--- src/rtl/bicubic_sched_pkg.sv ---
// Shared constants and state encoding for the bicubic tile scheduler and the
// value buffer that sizes its thresholds from the same source dimensions.
package bicubic_sched_pkg;

  typedef enum logic [1:0] {
    ST_IDLE  = 2'd0,
    ST_ISSUE = 2'd1,
    ST_DRAIN = 2'd2,
    ST_DONE  = 2'd3
  } sched_state_e;

  localparam int DEF_SRC_W        = 320;
  localparam int DEF_SRC_H        = 240;
  localparam int DEF_XW           = 10;
  localparam int DEF_YW           = 10;
  localparam int DEF_MAX_INFLIGHT = 4;
  localparam int DEF_CW           = 3;

endpackage

--- src/rtl/bicubic_tile_scheduler_if.sv ---
// Tile request channel from the scheduler to the interpolation core
// (valid/ready handshake carrying the source pixel coordinate).
interface bicubic_tile_scheduler_if #(
  parameter int XW = 10,
  parameter int YW = 10
);
  logic          req_valid;
  logic          req_ready;
  logic [XW-1:0] req_x;
  logic [YW-1:0] req_y;
  logic          req_last;

  modport master (
    output req_valid,
    output req_x,
    output req_y,
    output req_last,
    input  req_ready
  );

  modport slave (
    input  req_valid,
    input  req_x,
    input  req_y,
    input  req_last,
    output req_ready
  );
endinterface

--- src/rtl/bicubic_credit_counter.sv ---
// Tracks requests accepted but not yet returned as tiles; saturates at the
// credit limit and flags a return that arrives with nothing outstanding.
module bicubic_credit_counter
  import bicubic_sched_pkg::*;
#(
  parameter int MAX_INFLIGHT = DEF_MAX_INFLIGHT,
  parameter int CW           = DEF_CW
) (
  input  logic          clk_i,
  input  logic          rstn_i,
  input  logic          inc_i,
  input  logic          dec_i,
  output logic [CW-1:0] count_o,
  output logic [CW-1:0] count_next_o,
  output logic          underflow_o
);

  localparam logic [CW-1:0] MAX_C = CW'(MAX_INFLIGHT);

  logic [CW-1:0] count_q;
  logic [CW-1:0] count_d;

  always_comb begin
    count_d     = count_q;
    underflow_o = 1'b0;
    if (dec_i && (count_q == '0)) begin
      underflow_o = 1'b1;
    end
    if (inc_i && !dec_i) begin
      count_d = (count_q >= MAX_C) ? MAX_C : count_q + 1'b1;
    end else if (dec_i && !inc_i && (count_q != '0)) begin
      count_d = count_q - 1'b1;
    end
  end

  always_ff @(posedge clk_i) begin
    if (!rstn_i) begin
      count_q <= '0;
    end else begin
      count_q <= count_d;
    end
  end

  assign count_o      = count_q;
  assign count_next_o = count_d;

endmodule

--- src/rtl/bicubic_tile_scheduler.sv ---
// Frame-level sequencer: walks source pixels in raster order, issuing one
// 4x4 tile request per pixel under buffer back-pressure and a credit limit.
module bicubic_tile_scheduler
  import bicubic_sched_pkg::*;
#(
  parameter int SRC_W        = DEF_SRC_W,
  parameter int SRC_H        = DEF_SRC_H,
  parameter int XW           = DEF_XW,
  parameter int YW           = DEF_YW,
  parameter int MAX_INFLIGHT = DEF_MAX_INFLIGHT,
  parameter int CW           = DEF_CW
) (
  input  logic                     i_clk,
  input  logic                     i_rstn,
  input  logic                     i_start,
  output logic                     o_busy,
  output logic                     o_done,
  input  logic                     i_load_ready,
  bicubic_tile_scheduler_if.master req_if,
  input  logic                     i_tile_valid,
  input  logic                     i_eof,
  output logic [15:0]              o_frame_cnt,
  output logic                     o_err
);

  localparam logic [XW-1:0] X_LAST = XW'(SRC_W - 1);
  localparam logic [YW-1:0] Y_LAST = YW'(SRC_H - 1);
  localparam logic [CW-1:0] MAX_C  = CW'(MAX_INFLIGHT);

  sched_state_e  state_q, state_d;
  logic [XW-1:0] x_q, x_d;
  logic [YW-1:0] y_q, y_d;
  logic          all_issued_q, all_issued_d;
  logic          eof_seen_q, eof_seen_d;
  logic          valid_q, valid_d;
  logic [XW-1:0] req_x_q, req_x_d;
  logic [YW-1:0] req_y_q, req_y_d;
  logic          last_q, last_d;
  logic [15:0]   frame_cnt_q, frame_cnt_d;
  logic          err_q, err_d;

  logic          hs;
  logic          new_req;
  logic          at_last_pixel;
  logic [CW-1:0] inflight;
  logic [CW-1:0] inflight_next;
  logic          underflow;

  assign hs            = valid_q && req_if.req_ready;
  assign at_last_pixel = (x_q == X_LAST) && (y_q == Y_LAST);

  bicubic_credit_counter #(
    .MAX_INFLIGHT(MAX_INFLIGHT),
    .CW          (CW)
  ) u_credit (
    .clk_i       (i_clk),
    .rstn_i      (i_rstn),
    .inc_i       (hs),
    .dec_i       (i_tile_valid),
    .count_o     (inflight),
    .count_next_o(inflight_next),
    .underflow_o (underflow)
  );

  always_ff @(posedge i_clk) begin
    if (!i_rstn) begin
      state_q <= ST_IDLE;
    end else begin
      state_q <= state_d;
    end
  end

  always_comb begin
    state_d = state_q;
    unique case (state_q)
      ST_IDLE:  if (i_start) state_d = ST_ISSUE;
      ST_ISSUE: if (hs && last_q) state_d = ST_DRAIN;
      ST_DRAIN: if ((inflight == '0) && eof_seen_q) state_d = ST_DONE;
      ST_DONE:  state_d = ST_IDLE;
      default:  state_d = ST_IDLE;
    endcase
  end

  always_comb begin
    o_busy = (state_q == ST_ISSUE) || (state_q == ST_DRAIN);
    o_done = (state_q == ST_DONE);
  end

  // A new request is loaded only once the state has been ISSUE for a full
  // cycle, so the first valid follows the start pulse by two edges.
  always_comb begin
    x_d          = x_q;
    y_d          = y_q;
    all_issued_d = all_issued_q;
    eof_seen_d   = eof_seen_q;
    valid_d      = valid_q;
    req_x_d      = req_x_q;
    req_y_d      = req_y_q;
    last_d       = last_q;
    frame_cnt_d  = frame_cnt_q;
    err_d        = err_q | underflow | ((state_q == ST_ISSUE) && i_eof);
    new_req      = (state_q == ST_ISSUE) && (state_d == ST_ISSUE) &&
                   (!valid_q || hs) && !all_issued_q && i_load_ready &&
                   (inflight_next < MAX_C);

    if ((state_q == ST_IDLE) && i_start) begin
      x_d          = '0;
      y_d          = '0;
      all_issued_d = 1'b0;
      eof_seen_d   = 1'b0;
      last_d       = 1'b0;
    end
    if ((state_q == ST_DRAIN) && i_eof) begin
      eof_seen_d = 1'b1;
    end
    if (hs) begin
      valid_d = 1'b0;
    end
    if (new_req) begin
      valid_d      = 1'b1;
      req_x_d      = x_q;
      req_y_d      = y_q;
      last_d       = at_last_pixel;
      all_issued_d = at_last_pixel;
      if (x_q == X_LAST) begin
        x_d = '0;
        y_d = y_q + 1'b1;
      end else begin
        x_d = x_q + 1'b1;
      end
    end
    if ((state_q == ST_DRAIN) && (state_d == ST_DONE)) begin
      frame_cnt_d = frame_cnt_q + 16'd1;
    end
  end

  always_ff @(posedge i_clk) begin
    if (!i_rstn) begin
      x_q          <= '0;
      y_q          <= '0;
      all_issued_q <= 1'b0;
      eof_seen_q   <= 1'b0;
      valid_q      <= 1'b0;
      req_x_q      <= '0;
      req_y_q      <= '0;
      last_q       <= 1'b0;
      frame_cnt_q  <= '0;
      err_q        <= 1'b0;
    end else begin
      x_q          <= x_d;
      y_q          <= y_d;
      all_issued_q <= all_issued_d;
      eof_seen_q   <= eof_seen_d;
      valid_q      <= valid_d;
      req_x_q      <= req_x_d;
      req_y_q      <= req_y_d;
      last_q       <= last_d;
      frame_cnt_q  <= frame_cnt_d;
      err_q        <= err_d;
    end
  end

  assign req_if.req_valid = valid_q;
  assign req_if.req_x     = req_x_q;
  assign req_if.req_y     = req_y_q;
  assign req_if.req_last  = last_q;
  assign o_frame_cnt      = frame_cnt_q;
  assign o_err            = err_q;

endmodule

--- src/flat_wrapper.sv ---
// flat-port wrapper written by rule: the top's interface ports become plain ports
module bicubic_tile_scheduler_flat import bicubic_sched_pkg::*;
#(
  parameter int SRC_W        = DEF_SRC_W,
  parameter int SRC_H        = DEF_SRC_H,
  parameter int XW           = DEF_XW,
  parameter int YW           = DEF_YW,
  parameter int MAX_INFLIGHT = DEF_MAX_INFLIGHT,
  parameter int CW           = DEF_CW
)
  (i_clk, i_rstn, i_start, o_busy, o_done, i_load_ready, i_tile_valid, i_eof, o_frame_cnt, o_err, req_if_req_valid, req_if_req_x, req_if_req_y, req_if_req_last, req_if_req_ready);
  bicubic_tile_scheduler_if #(.XW(XW), .YW(YW)) req_if_i ();
  input  logic i_clk;
  input  logic i_rstn;
  input  logic i_start;
  output logic o_busy;
  output logic o_done;
  input  logic i_load_ready;
  input  logic i_tile_valid;
  input  logic i_eof;
  output logic [15:0] o_frame_cnt;
  output logic o_err;
  output wire logic [$bits(req_if_i.req_valid)-1:0] req_if_req_valid;
  output wire logic [$bits(req_if_i.req_x)-1:0] req_if_req_x;
  output wire logic [$bits(req_if_i.req_y)-1:0] req_if_req_y;
  output wire logic [$bits(req_if_i.req_last)-1:0] req_if_req_last;
  input wire logic [$bits(req_if_i.req_ready)-1:0] req_if_req_ready;
  assign req_if_req_valid = req_if_i.req_valid;
  assign req_if_req_x = req_if_i.req_x;
  assign req_if_req_y = req_if_i.req_y;
  assign req_if_req_last = req_if_i.req_last;
  assign req_if_i.req_ready = req_if_req_ready;
  bicubic_tile_scheduler #(.SRC_W(SRC_W), .SRC_H(SRC_H), .XW(XW), .YW(YW), .MAX_INFLIGHT(MAX_INFLIGHT), .CW(CW)) u_core (.i_clk(i_clk), .i_rstn(i_rstn), .i_start(i_start), .o_busy(o_busy), .o_done(o_done), .i_load_ready(i_load_ready), .req_if(req_if_i), .i_tile_valid(i_tile_valid), .i_eof(i_eof), .o_frame_cnt(o_frame_cnt), .o_err(o_err));
endmodule
--- config.mk ---
export PLATFORM = sky130hd
export DESIGN_NAME = bicubic_tile_scheduler_flat
export DESIGN_NICKNAME = d
export VERILOG_FILES = /design/src/rtl/bicubic_sched_pkg.sv /design/src/rtl/bicubic_tile_scheduler_if.sv /design/src/rtl/bicubic_credit_counter.sv /design/src/rtl/bicubic_tile_scheduler.sv /design/src/flat_wrapper.sv
export SDC_FILE = /design/constraint.sdc
export NUM_CORES = 1
export LEC_CHECK = 0
export BUFFER_PORTS_ARGS = -buffer_cell sky130_fd_sc_hd__buf_4
export CAP_MARGIN = 25
export CORE_MARGIN = 5
export CORE_UTILIZATION = 40
export DETAILED_ROUTE_END_ITERATION = 10
export PLACE_DENSITY = 0.69
export SLEW_MARGIN = 20
export SYNTH_ARGS = -nofsm -noshare
export SYNTH_HDL_FRONTEND = slang
export SYNTH_SLANG_ARGS = --single-unit
--- constraint.sdc ---
create_clock -name i_clk -period 2.9 [get_ports i_clk]
set_clock_uncertainty 0.2 [all_clocks]
set_input_delay 0.145 -clock i_clk [delete_from_list [all_inputs] [get_ports i_clk]]
set_output_delay 0.145 -clock i_clk [all_outputs]
set_load 0.005 [all_outputs]
== Yosys cells after proc, flatten, opt, wreduce, memory -nomap -nowiden ==
Index checks and enable logic that the tools add are counted.
Storage, ports and cells
  logic and storage cells: 75
  bits in registers: 65
  output and inout port bits: 41
Cells by class
  $add $sub $neg: 5
  multiplexer cells: 19
  reduce and logical (&&, ||, !) cells: 29
  eq/ne operators: 7
  order comparisons: 2
  bitwise operators: 2
Operator list (number)
  10-bit two-way mux: 6
  10-bit by 1-bit adder with 10-bit output (second input constant): 2
  1-bit logical AND: 17
  16-bit by 1-bit adder with 16-bit output (second input constant): 1
  10-bit by 8-bit == test with 1-bit output (second input constant): 1
  10-bit by 9-bit == test with 1-bit output (second input constant): 1
  3-bit two-way mux: 3
  2-bit one-hot mux with 4 select lines: 1
  2-bit == test (second input constant): 3
  1-bit two-way mux: 6
  2-bit two-way mux: 3
  2-bit nonzero test: 3
  2-bit by 1-bit == test with 1-bit output (second input constant): 2
  1-bit logical NOT: 4
  3-bit by 1-bit adder with 3-bit output (second input constant): 1
  3-bit >= comparator (second input constant): 1
  3-bit logical NOT: 1
  3-bit < comparator (second input constant): 1
  3-bit nonzero test: 1
  3-bit by 1-bit subtractor with 3-bit output (second input constant): 1
  2-bit logical NOT: 1
  1-bit logical OR: 2
  1-bit bitwise OR: 2

== Longest topological paths before layout ==
Gate-level depths: netlist (run 1).
  word-level depth: 11
  depth in mapped cells: 9
  mapped depth without buffers: 7

== Cells and area by module ==
Synthesis (run 1) repeated with hierarchy kept, for this count alone.
Unflattened totals
  cell total of the unflattened synthesis: 371
  area total of the unflattened synthesis: 3160.5 um2
By module, submodules not included
  bicubic_tile_scheduler: times used 1, cells each 337, area an instance 2865.2 um2
  bicubic_credit_counter: times used 1, cells each 34, area an instance 295.3 um2

== Worst setup path before layout (run 1) ==
Ideal clock, no wire load.
  kind: reg2reg
  start point: register u_core.state_q[0]
  end point: register u_core.req_x_q[0] (netlist: u_core.req_if.req_x[0])
  setup slack: 244 ps
  arrival: 2323 ps
  clock period less this slack: 2656 ps
  library setup time: 132 ps
  stages on the path, launching flop included: 10
  cells stage by stage: dfxtp_1 -> inv_1 -> ha_1 -> nor3_1 -> a211oi_1 -> or4b_1 -> buf_2 -> buf_2 -> o21ai_0 -> a21oi_1
Between the ends
  word-level cells in the longest chain between the ends: 8
  elaborated cells between the ends (all ways): 14
  those cells by class: eq/ne (4); mux (4); reduce/logical (6)
RTL lines
  start: declaration: line bicubic_tile_scheduler.sv:30  | sched_state_e state_q, state_d;
  start signal: assignment: line bicubic_tile_scheduler.sv:69  | state_q <= state_d;
  2-bit == test, or another cell as far along: line bicubic_tile_scheduler.sv:75  | unique case (state_q)
  2-bit one-hot mux with 4 select lines: line bicubic_tile_scheduler.sv:75
  2-bit by 1-bit == test with 1-bit output: line bicubic_tile_scheduler.sv:102  | new_req = (state_q == ST_ISSUE) && (state_d == ST_ISSUE) &&
  1-bit logical AND (*) (2 in series): line bicubic_tile_scheduler.sv:102
  1-bit logical AND (*) (3 in series): line bicubic_tile_scheduler.sv:103  | (!valid_q || hs) && !all_issued_q && i_load_ready &&
  end signal: assignment: line bicubic_tile_scheduler.sv:155  | req_x_q <= req_x_d;
  end: declaration: line bicubic_tile_scheduler.sv:36  | logic [XW-1:0] req_x_q, req_x_d;
Every way passes the cells marked *; elsewhere a longest branch is shown, timed or not.
A chain may end at the register's enable or synchronous reset.

== Worst setup path in the final report (run 1) ==
  start point: register u_core.state_q[0]
  end point: register u_core.x_q[2]
Between the ends
  word-level cells in the longest chain between the ends: 9
  elaborated cells between the ends (all ways): 17
  those cells by class: eq/ne (4); mux (5); reduce/logical (8)
RTL lines
  2-bit == test, or another cell as far along: line bicubic_tile_scheduler.sv:75
  2-bit one-hot mux with 4 select lines: line bicubic_tile_scheduler.sv:75
  2-bit by 1-bit == test with 1-bit output: line bicubic_tile_scheduler.sv:102
  1-bit logical AND (2 in series): line bicubic_tile_scheduler.sv:102
  1-bit logical AND (3 in series): line bicubic_tile_scheduler.sv:103
  10-bit two-way mux or 2-bit nonzero test (tied branches)
  end signal: assignment: line bicubic_tile_scheduler.sv:139  | x_q <= '0;
  end signal: assignment: line bicubic_tile_scheduler.sv:150  | x_q <= x_d;
  end: declaration: line bicubic_tile_scheduler.sv:31  | logic [XW-1:0] x_q, x_d;
Parallel ways exist; a longest one is shown, timed or not.

==> results of run 1 <==
[kinds of logic (layout without fill, tap and decap cells)]
logic type                 after synthesis  count (layout)  share of synthesized area
AOI/OAI and AO/OA                      134             134                      0.263
buffers and inverters                   36              98                     0.0436
muxes                                    3               3                    0.00909
and+or+nand+nor                        141             141                      0.227
adders and majority gates               12              12                     0.0455
DFF                                     65              65                      0.394
xor gates and xnor gates                 7               7                     0.0186
[Yosys cell counts, drive strengths merged (3+ instances only)]
master | instances | area, sq um
and2 | 5 | 31.3
nor2 | 18 | 67.6
o21ai | 43 | 219
a21oi | 41 | 205
o22ai | 3 | 18.8
buf | 8 | 38.8
ha | 12 | 150
or4 | 4 | 30.0
and3 | 9 | 56.3
inv | 15 | 56.3
o211ai | 17 | 141
o21a | 5 | 37.5
nand2b | 3 | 18.8
nor4 | 4 | 25.0
xor2 | 5 | 43.8
nand3 | 34 | 170
o2111ai | 11 | 96.3
clkbuf | 13 | 48.8
nand4 | 4 | 25.0
nand2 | 26 | 97.6
nor2b | 3 | 18.8
or3 | 8 | 50.1
dfxtp | 65 | 1300
mux2i | 3 | 30.0
o31ai | 3 | 22.5
nor3 | 13 | 76.3
[worst max-delay path, cell delays in order, from the launching register on]
cell and delay, ns:
dfxtp_1 0.40, inv_1 0.08, ha_1 0.23, a311oi_2 0.36, a211oi_1 0.13, or4b_4 0.61, buf_4 0.24, o21ai_2 0.21
o21ai_0 0.12
[stage by stage]
stage               instances  area [sq um]  power, W  setup slack [ns]
floorplan                 398          3300   0.00110             0.244
global placement          543          3820   0.00118             0.225
detailed placement        543          3820   0.00118            0.0965
CTS                       563          4050   0.00192            0.0634
global route              565          4070   0.00198            0.0185
finish                    565          4070   0.00190             0.194
[worst paths after layout]
kind,to,cells after the start
worst max-delay path,u_core.x_q[2]$_SDFFE_PN0P_,8
worst min-delay path,u_core.o_frame_cnt[2]$_SDFFE_PN0P_,6
worst max register to register,u_core.x_q[2]$_SDFFE_PN0P_,8
worst min register to register,u_core.req_if.req_y[5]$_SDFFE_PN0P_,2
[layout make-up]
type | count | share of cell area
Multi-Input combinational cell | 297 | 0.459
Sequential cell | 65 | 0.320
Timing Repair Buffer | 67 | 0.129
Tap cell | 105 | 0.0323
Clock buffer | 10 | 0.0314
Clock inverter | 6 | 0.0145
Inverter | 15 | 0.0138
[timing repair]
item                                    CTS  global route
hold buffers                              4             0
hold endpoints to repair                 14             0
gates resized for setup                   0             2
endpoints found under the setup margin    0            27
buffers inserted                          0             2
[power groups by stage]
stage	clock network, W	logic [W]	registers (W)
after detailed placement	0	0.000237	0.000946
after global placement	0	0.000234	0.000944
final	0.000731	0.000243	0.000926
after global routing	0.000784	0.000271	0.000927
after floorplan	0	0.000163	0.000940
after CTS	0.000748	0.000243	0.000925
[routing by layer]
layer | part of all wire | GRT usage | vias up | wire length, um
met5 | 0 | 0 | - | 0
met4 | 0.010 | 0.0497 | 0 | 87
met2 | 0.48 | 0.271 | 64 | 4040
met1 | 0.46 | 0.214 | 1520 | 3810
li1 | - | - | 1604 | -
met3 | 0.048 | 0.0360 | 8 | 398
[flip-flops by register name, indices dropped and copies added (netlist names)]
register / count
u_core.x_q: 10
u_core.all_issued_q: 1
u_core.y_q: 10
u_core.o_frame_cnt: 16
u_core.req_if.req_valid: 1
u_core.req_if.req_x: 10
u_core.state_q: 2
u_core.eof_seen_q: 1
u_core.u_credit.count_o: 3
u_core.o_err: 1
u_core.req_if.req_y: 10
==> flow_summary_export.csv, run 1 <==
group,metric,value,unit
status,status,"completed",
synthesis,synth_cells,398,
timing,slew_headroom,0.553,
synthesis,synth-seq-area-share,0.394,
clock_network,root_buffer,"clkbuf_8",
global_routing,antenna_found_initial,0,
worst_setup_path,crit_start,"u_core.state_q[0]$_SDFF_PN0_",
clock_network,clk_pin_slew,0.08,ns
timing,worstMarginPinSlew,0.666,ns
synthesis,synth_warnings,0,
worst_setup_path,reg2reg_from,"u_core.state_q[0]$_SDFF_PN0_",
worst_hold_path,holdCritPathClass,"input pin to register",
global_routing,grt_util_all_layers,0.164,
clock_network,clk_latency,0.34,ns
synthesis,async_flop_share,0,
worst_setup_path,crit_fanout,23,
route,drt_iter0_markers,99,
job,cap_violations,0,
synthesis,yosys_most_used_dff,"dfxtp_1",
cells_and_area,multiInputGateArea,1870,sq um
synthesis,synth_area,3300,sq um
timing,hold_viol_final,0,
cells_and_area,fillers,752,
timing,setup_viol_count_final,0,
timing,fin_crit_sh,0.933,
pwr,p_leak,1.50,nW
cells_and_area,drive_gt1_frac,0.196,
cells_and_area,final_common_cell,"dfxtp_1",
pwr,p_clk_frac,0.385,
global_routing,grt_max_degree,38,
cells_and_area,postLayoutCoreUtil,0.500,
timing,fin_crit,2.71,ns
timing,fin_setup_tns,0,ns
clock_network,cts-buffers-inserted,9,
die,rows,33,
route,ant_nets,0,
placed_design,hpwl,5740,um
clock_network,cts_sinks,65,
pwr,swShare,0.269,
global_routing,gr-total-overflow,0,
route,vias_per_cell,5.66,
pwr,power_density,467,nW/um^2
placed_design,place_congestion,0.763,
synthesis,synth_edf_count,0,
worst_setup_path,cp_data_arrival_time,2.73,ns
worst_setup_path,r2r_slack,0.19,ns
cells_and_area,nNetsFinal,474,
die,die_w,101,um
cells_and_area,area_growth,23.2,%
route,via_count,3196,
worst_setup_path,cp_data_required_time,2.92,ns
die,start_util,0.406,
worst_setup_path,startpoint_type,"register",
cells_and_area,n_antenna_cell,0,
timing,hold_ws,0.270,ns
synthesis,synth_nets,417,
die,coreArea,8130,sq um
cells_and_area,seq_area,1300,sq um
cells_and_area,layout_common_cells,"64 x dfxtp_1, 62 x buf_4, 41 x a21oi_1",
timing,max_freq,0.370,GHz
placed_design,io_buffers,47,
worst_setup_path,end_kind,"register",
timing,rsz0062_at_grt,"no",
pwr,ir_worst_vdd,0.200,mV
route,first_pass_iters,4,
clock_network,clk_path_buf_depth,2,
pwr,p_switching,0.000512,W
pwr,p_int,0.00139,W
timing,slew_viol_final,0,
pwr,p_comb_frac,0.128,
worst_hold_path,min_from,"i_start",
die,dieArea,10200,sq um
synthesis,synth_seq_cells,65,
route,drc,0,
synthesis,syn_avg_cell_area,8.30,sq um
clock_network,cts_tree,"yes",
pwr,seqPwrFrac,0.487,
clock_network,cts_max_level,3,
synthesis,yosysUniqueCellTypes,50,
global_routing,grt_pass1_wl,13600,um
worst_setup_path,crit_type,"register to register",
die,chipHeight,101,um
die,pin_count,48,
route,wl_per_cell,14.7,um
global_routing,grt_pass1_vias,2916,
route,drt-total-wl,8330,um
Power figures use the tool's default switching activity.
==> run 2: changes to the inputs <==
--- a/config.mk
+++ b/config.mk
@@ -10,8 +10,9 @@
 export CORE_MARGIN = 5
 export CORE_UTILIZATION = 40
 export DETAILED_ROUTE_END_ITERATION = 10
-export PLACE_DENSITY = 0.69
+export PLACE_DENSITY = 0.7
 export SLEW_MARGIN = 20
 export SYNTH_ARGS = -nofsm -noshare
 export SYNTH_HDL_FRONTEND = slang
+export SYNTH_HIERARCHICAL = 1
 export SYNTH_SLANG_ARGS = --single-unit
==> run 2 against run 1 <==
- sequential share of layout area is 1.6 points higher
- critical path type unchanged
- highest routed layer unchanged
- final area fell by 4.9%
- core utilization up 0.33 points
- largest power group unchanged
- die area is 4.1% lower
- global-route usage down 1.3 points
- power up 2.4%
- critical endpoint is now u_core/o_frame_cnt[12]$_SDFFE_PN0P_
- combinational power is 26% lower
- sequential cell count stayed put
==> flow_summary_export.csv, run 2 <==
group,metric,value,unit
route,wl_met2,3600,um
timing,fin_crit,2.69,ns
worst_setup_path,path_cells,"inv_1 > ha_1 > or3b_1 > o211ai_2 > a211oi_2 > nand2_1 > or4_1 > nand2_1",
clock_network,cts-buffers-inserted,9,
worst_setup_path,slowest_delay,0.48,ns
cells_and_area,final_common_cell,"dfxtp_1",
worst_hold_path,worst_hold_path.endpoint,"u_core/state_q[1]$_SDFF_PN0_",
worst_setup_path,rr_worst_depth,8,
placed_design,io_buffers,47,
route,wl_per_cell,13.7,um
worst_setup_path,r2r_slack,0.21,ns
global_routing,gr-total-overflow,0,
worst_setup_path,crit_type,"register to register",
die,rows,32,
cells_and_area,n_antenna_cell,0,
die,dieArea,9750,sq um
worst_setup_path,r2r_end,"u_core/o_frame_cnt[12]$_SDFFE_PN0P_",
status,status,"completed",
clock_network,cts_setup_buffers,0,
timing,fin_crit_sh,0.927,
worst_setup_path,path_buf_inv,1,
cells_and_area,drive_gt1_frac,0.204,
cells_and_area,layout_common_cells,"65 x dfxtp_1, 59 x nand2_1, 52 x buf_4",
timing,setup_viol_count_final,0,
clock_network,clk_latency,0.34,ns
clock_network,clk_path_buf_depth,2,
worst_hold_path,worstHoldPathCells,4,
timing,slew_viol_final,0,
pwr,power_density,503,nW/um^2
route,ant_nets,0,
die,start_util,0.410,
cells_and_area,area_growth,22.9,%
clock_network,clk_pin_slew,0.08,ns
synthesis,synth_nets,388,
placed_design,dp_slack,0.263,ns
route,wl_met1,3310,um
cells_and_area,largest_register_ff_count,16,
global_routing,grt_pass1_wl,12400,um
worst_setup_path,crit_fanout,6,
route,top_layer,"met4",
clock_network,cts_resized,0,
global_routing,grt_max_degree,42,
synthesis,syn_avg_cell_area,8.54,sq um
pwr,p_leak,1.58,nW
placed_design,hpwl,5080,um
worst_setup_path,slowest_stage,"or4_1",
pwr,ir_worst_vdd,0.407,mV
cells_and_area,nNetsFinal,441,
placed_design,place_congestion,0.879,
worst_hold_path,holdCritPathClass,"input pin to register",
route,first_pass_iters,5,
route,vias_per_cell,5.34,
worst_setup_path,crit_family,"simple AND/OR/NAND/NOR gates",
clock_network,cts_max_level,3,
timing,worst_slack,0.212,ns
worst_setup_path,cp_data_arrival_time,2.77,ns
worst_hold_path,min_from,"i_start",
worst_setup_path,end_kind,"register",
synthesis,synth_warnings,6,
worst_setup_path,startpoint_type,"register",
timing,worstMarginPinSlew,0.539,ns
route,via_count,2823,
route,drt_iter0_markers,168,
worst_setup_path,reg2reg_from,"u_core/state_q[0]$_SDFF_PN0_",
global_routing,grt_util_all_layers,0.152,
die,coreArea,7690,sq um
die,chipHeight,98.8,um
route,drc,0,
die,pin_count,48,
clock_network,cts_tree,"yes",
route,met3WireLength,289,um
clock_network,cts_sinks,65,
global_routing,antenna_found_initial,0,
timing,hold_viol_final,0,
pwr,fin_total_pwr,0.00195,W
worst_setup_path,crit_top_cell,"nand2_1",
synthesis,synth_area,3150,sq um
job,cap_violations,0,
timing,rsz0062_at_grt,"no",
timing,max_freq,0.372,GHz
route,drt-total-wl,7270,um
worst_setup_path,cp_data_required_time,2.98,ns
timing,fin_setup_tns,0,ns
clock_network,root_buffer,"clkbuf_8",
timing,slew_headroom,0.638,
synthesis,synth_cells,369,
cells_and_area,postLayoutCoreUtil,0.504,
die,die_w,98.8,um
global_routing,grt_pass1_vias,2692,
## run 2: cell count changes in the layout (fill, tap and decap cells not counted), sizes merged, moves of 10 or more
| cell | change |
|---|---|
| a21oi | -10 |
| buf | -10 |
| nand2 | +33 |
| nand3 | -11 |
| o2111ai | -11 |
| o211ai | -15 |
| o21ai | -35 |
## run 2: layout make-up
cell class	instances	area [sq um]
clock inverter	7	93.8
fill	754	3820
timing repair buffer	57	450
multi-input combinational	278	1730
inverter	11	41.3
tap	102	128
sequential	65	1300
clock buffer	9	124
## run 2: layer usage
metal,track usage,vias to the layer above
li1,-,1403
met1,0.189,1352
met2,0.242,60
met3,0.0531,8
met4,0.0557,0
met5,0,-
## run 2: worst max-delay path by stage
stage	from	to	slack, ns	depth (start not counted)
finish	u_core/state_q[0]$_SDFF_PN0_	u_core/o_frame_cnt[12]$_SDFFE_PN0P_	0.21	8
global route	u_core/state_q[0]$_SDFF_PN0_	u_core/x_q[8]$_SDFFE_PN0P_	0.02	9
CTS	u_core/state_q[0]$_SDFF_PN0_	u_core/y_q[6]$_SDFF_PN0_	0.24	8
detailed placement	u_core/state_q[0]$_SDFF_PN0_	u_core/y_q[6]$_SDFF_PN0_	0.26	8
global placement	u_core/req_if.req_valid$_SDFFE_PN0P_	u_core/y_q[6]$_SDFF_PN0_	0.34	10
floorplan	u_core/state_q[0]$_SDFF_PN0_	u_core/y_q[6]$_SDFF_PN0_	0.59	9
## run 2: power breakdown
| group | switching [W] | leakage, nW | internal (W) |
|---|---|---|---|
| Sequential | 0.0000157 | 0.525 | 0.000903 |
| Combinational | 0.000109 | 0.946 | 0.0000700 |
| Clock | 0.000365 | 0.106 | 0.000484 |
| Total | 0.000490 | 1.58 | 0.00146 |
## run 2: per-stage QoR
| stage | instance area [sq um] | std cells | hold WS [ns] |
|---|---|---|---|
| after floorplan | 3150 | 369 | 0.0902 |
| after global placement | 3610 | 509 | 0.199 |
| after detailed placement | 3610 | 509 | 0.204 |
| after CTS | 3870 | 529 | 0.0828 |
| after global routing | 3870 | 529 | 0.111 |
| final | 3870 | 529 | 0.108 |
## run 2: tightest hold or removal path: stages
cell	delay [ns]
buf_4	0.09
nand2b_1	0.12
a211o_1	0.20
nor2_1	0.05
## run 2: repair_timing
action                                  in CTS  in global routing
hold buffers                                 4                  0
hold endpoints to repair                    12                  0
endpoints found under the setup margin       0                  2
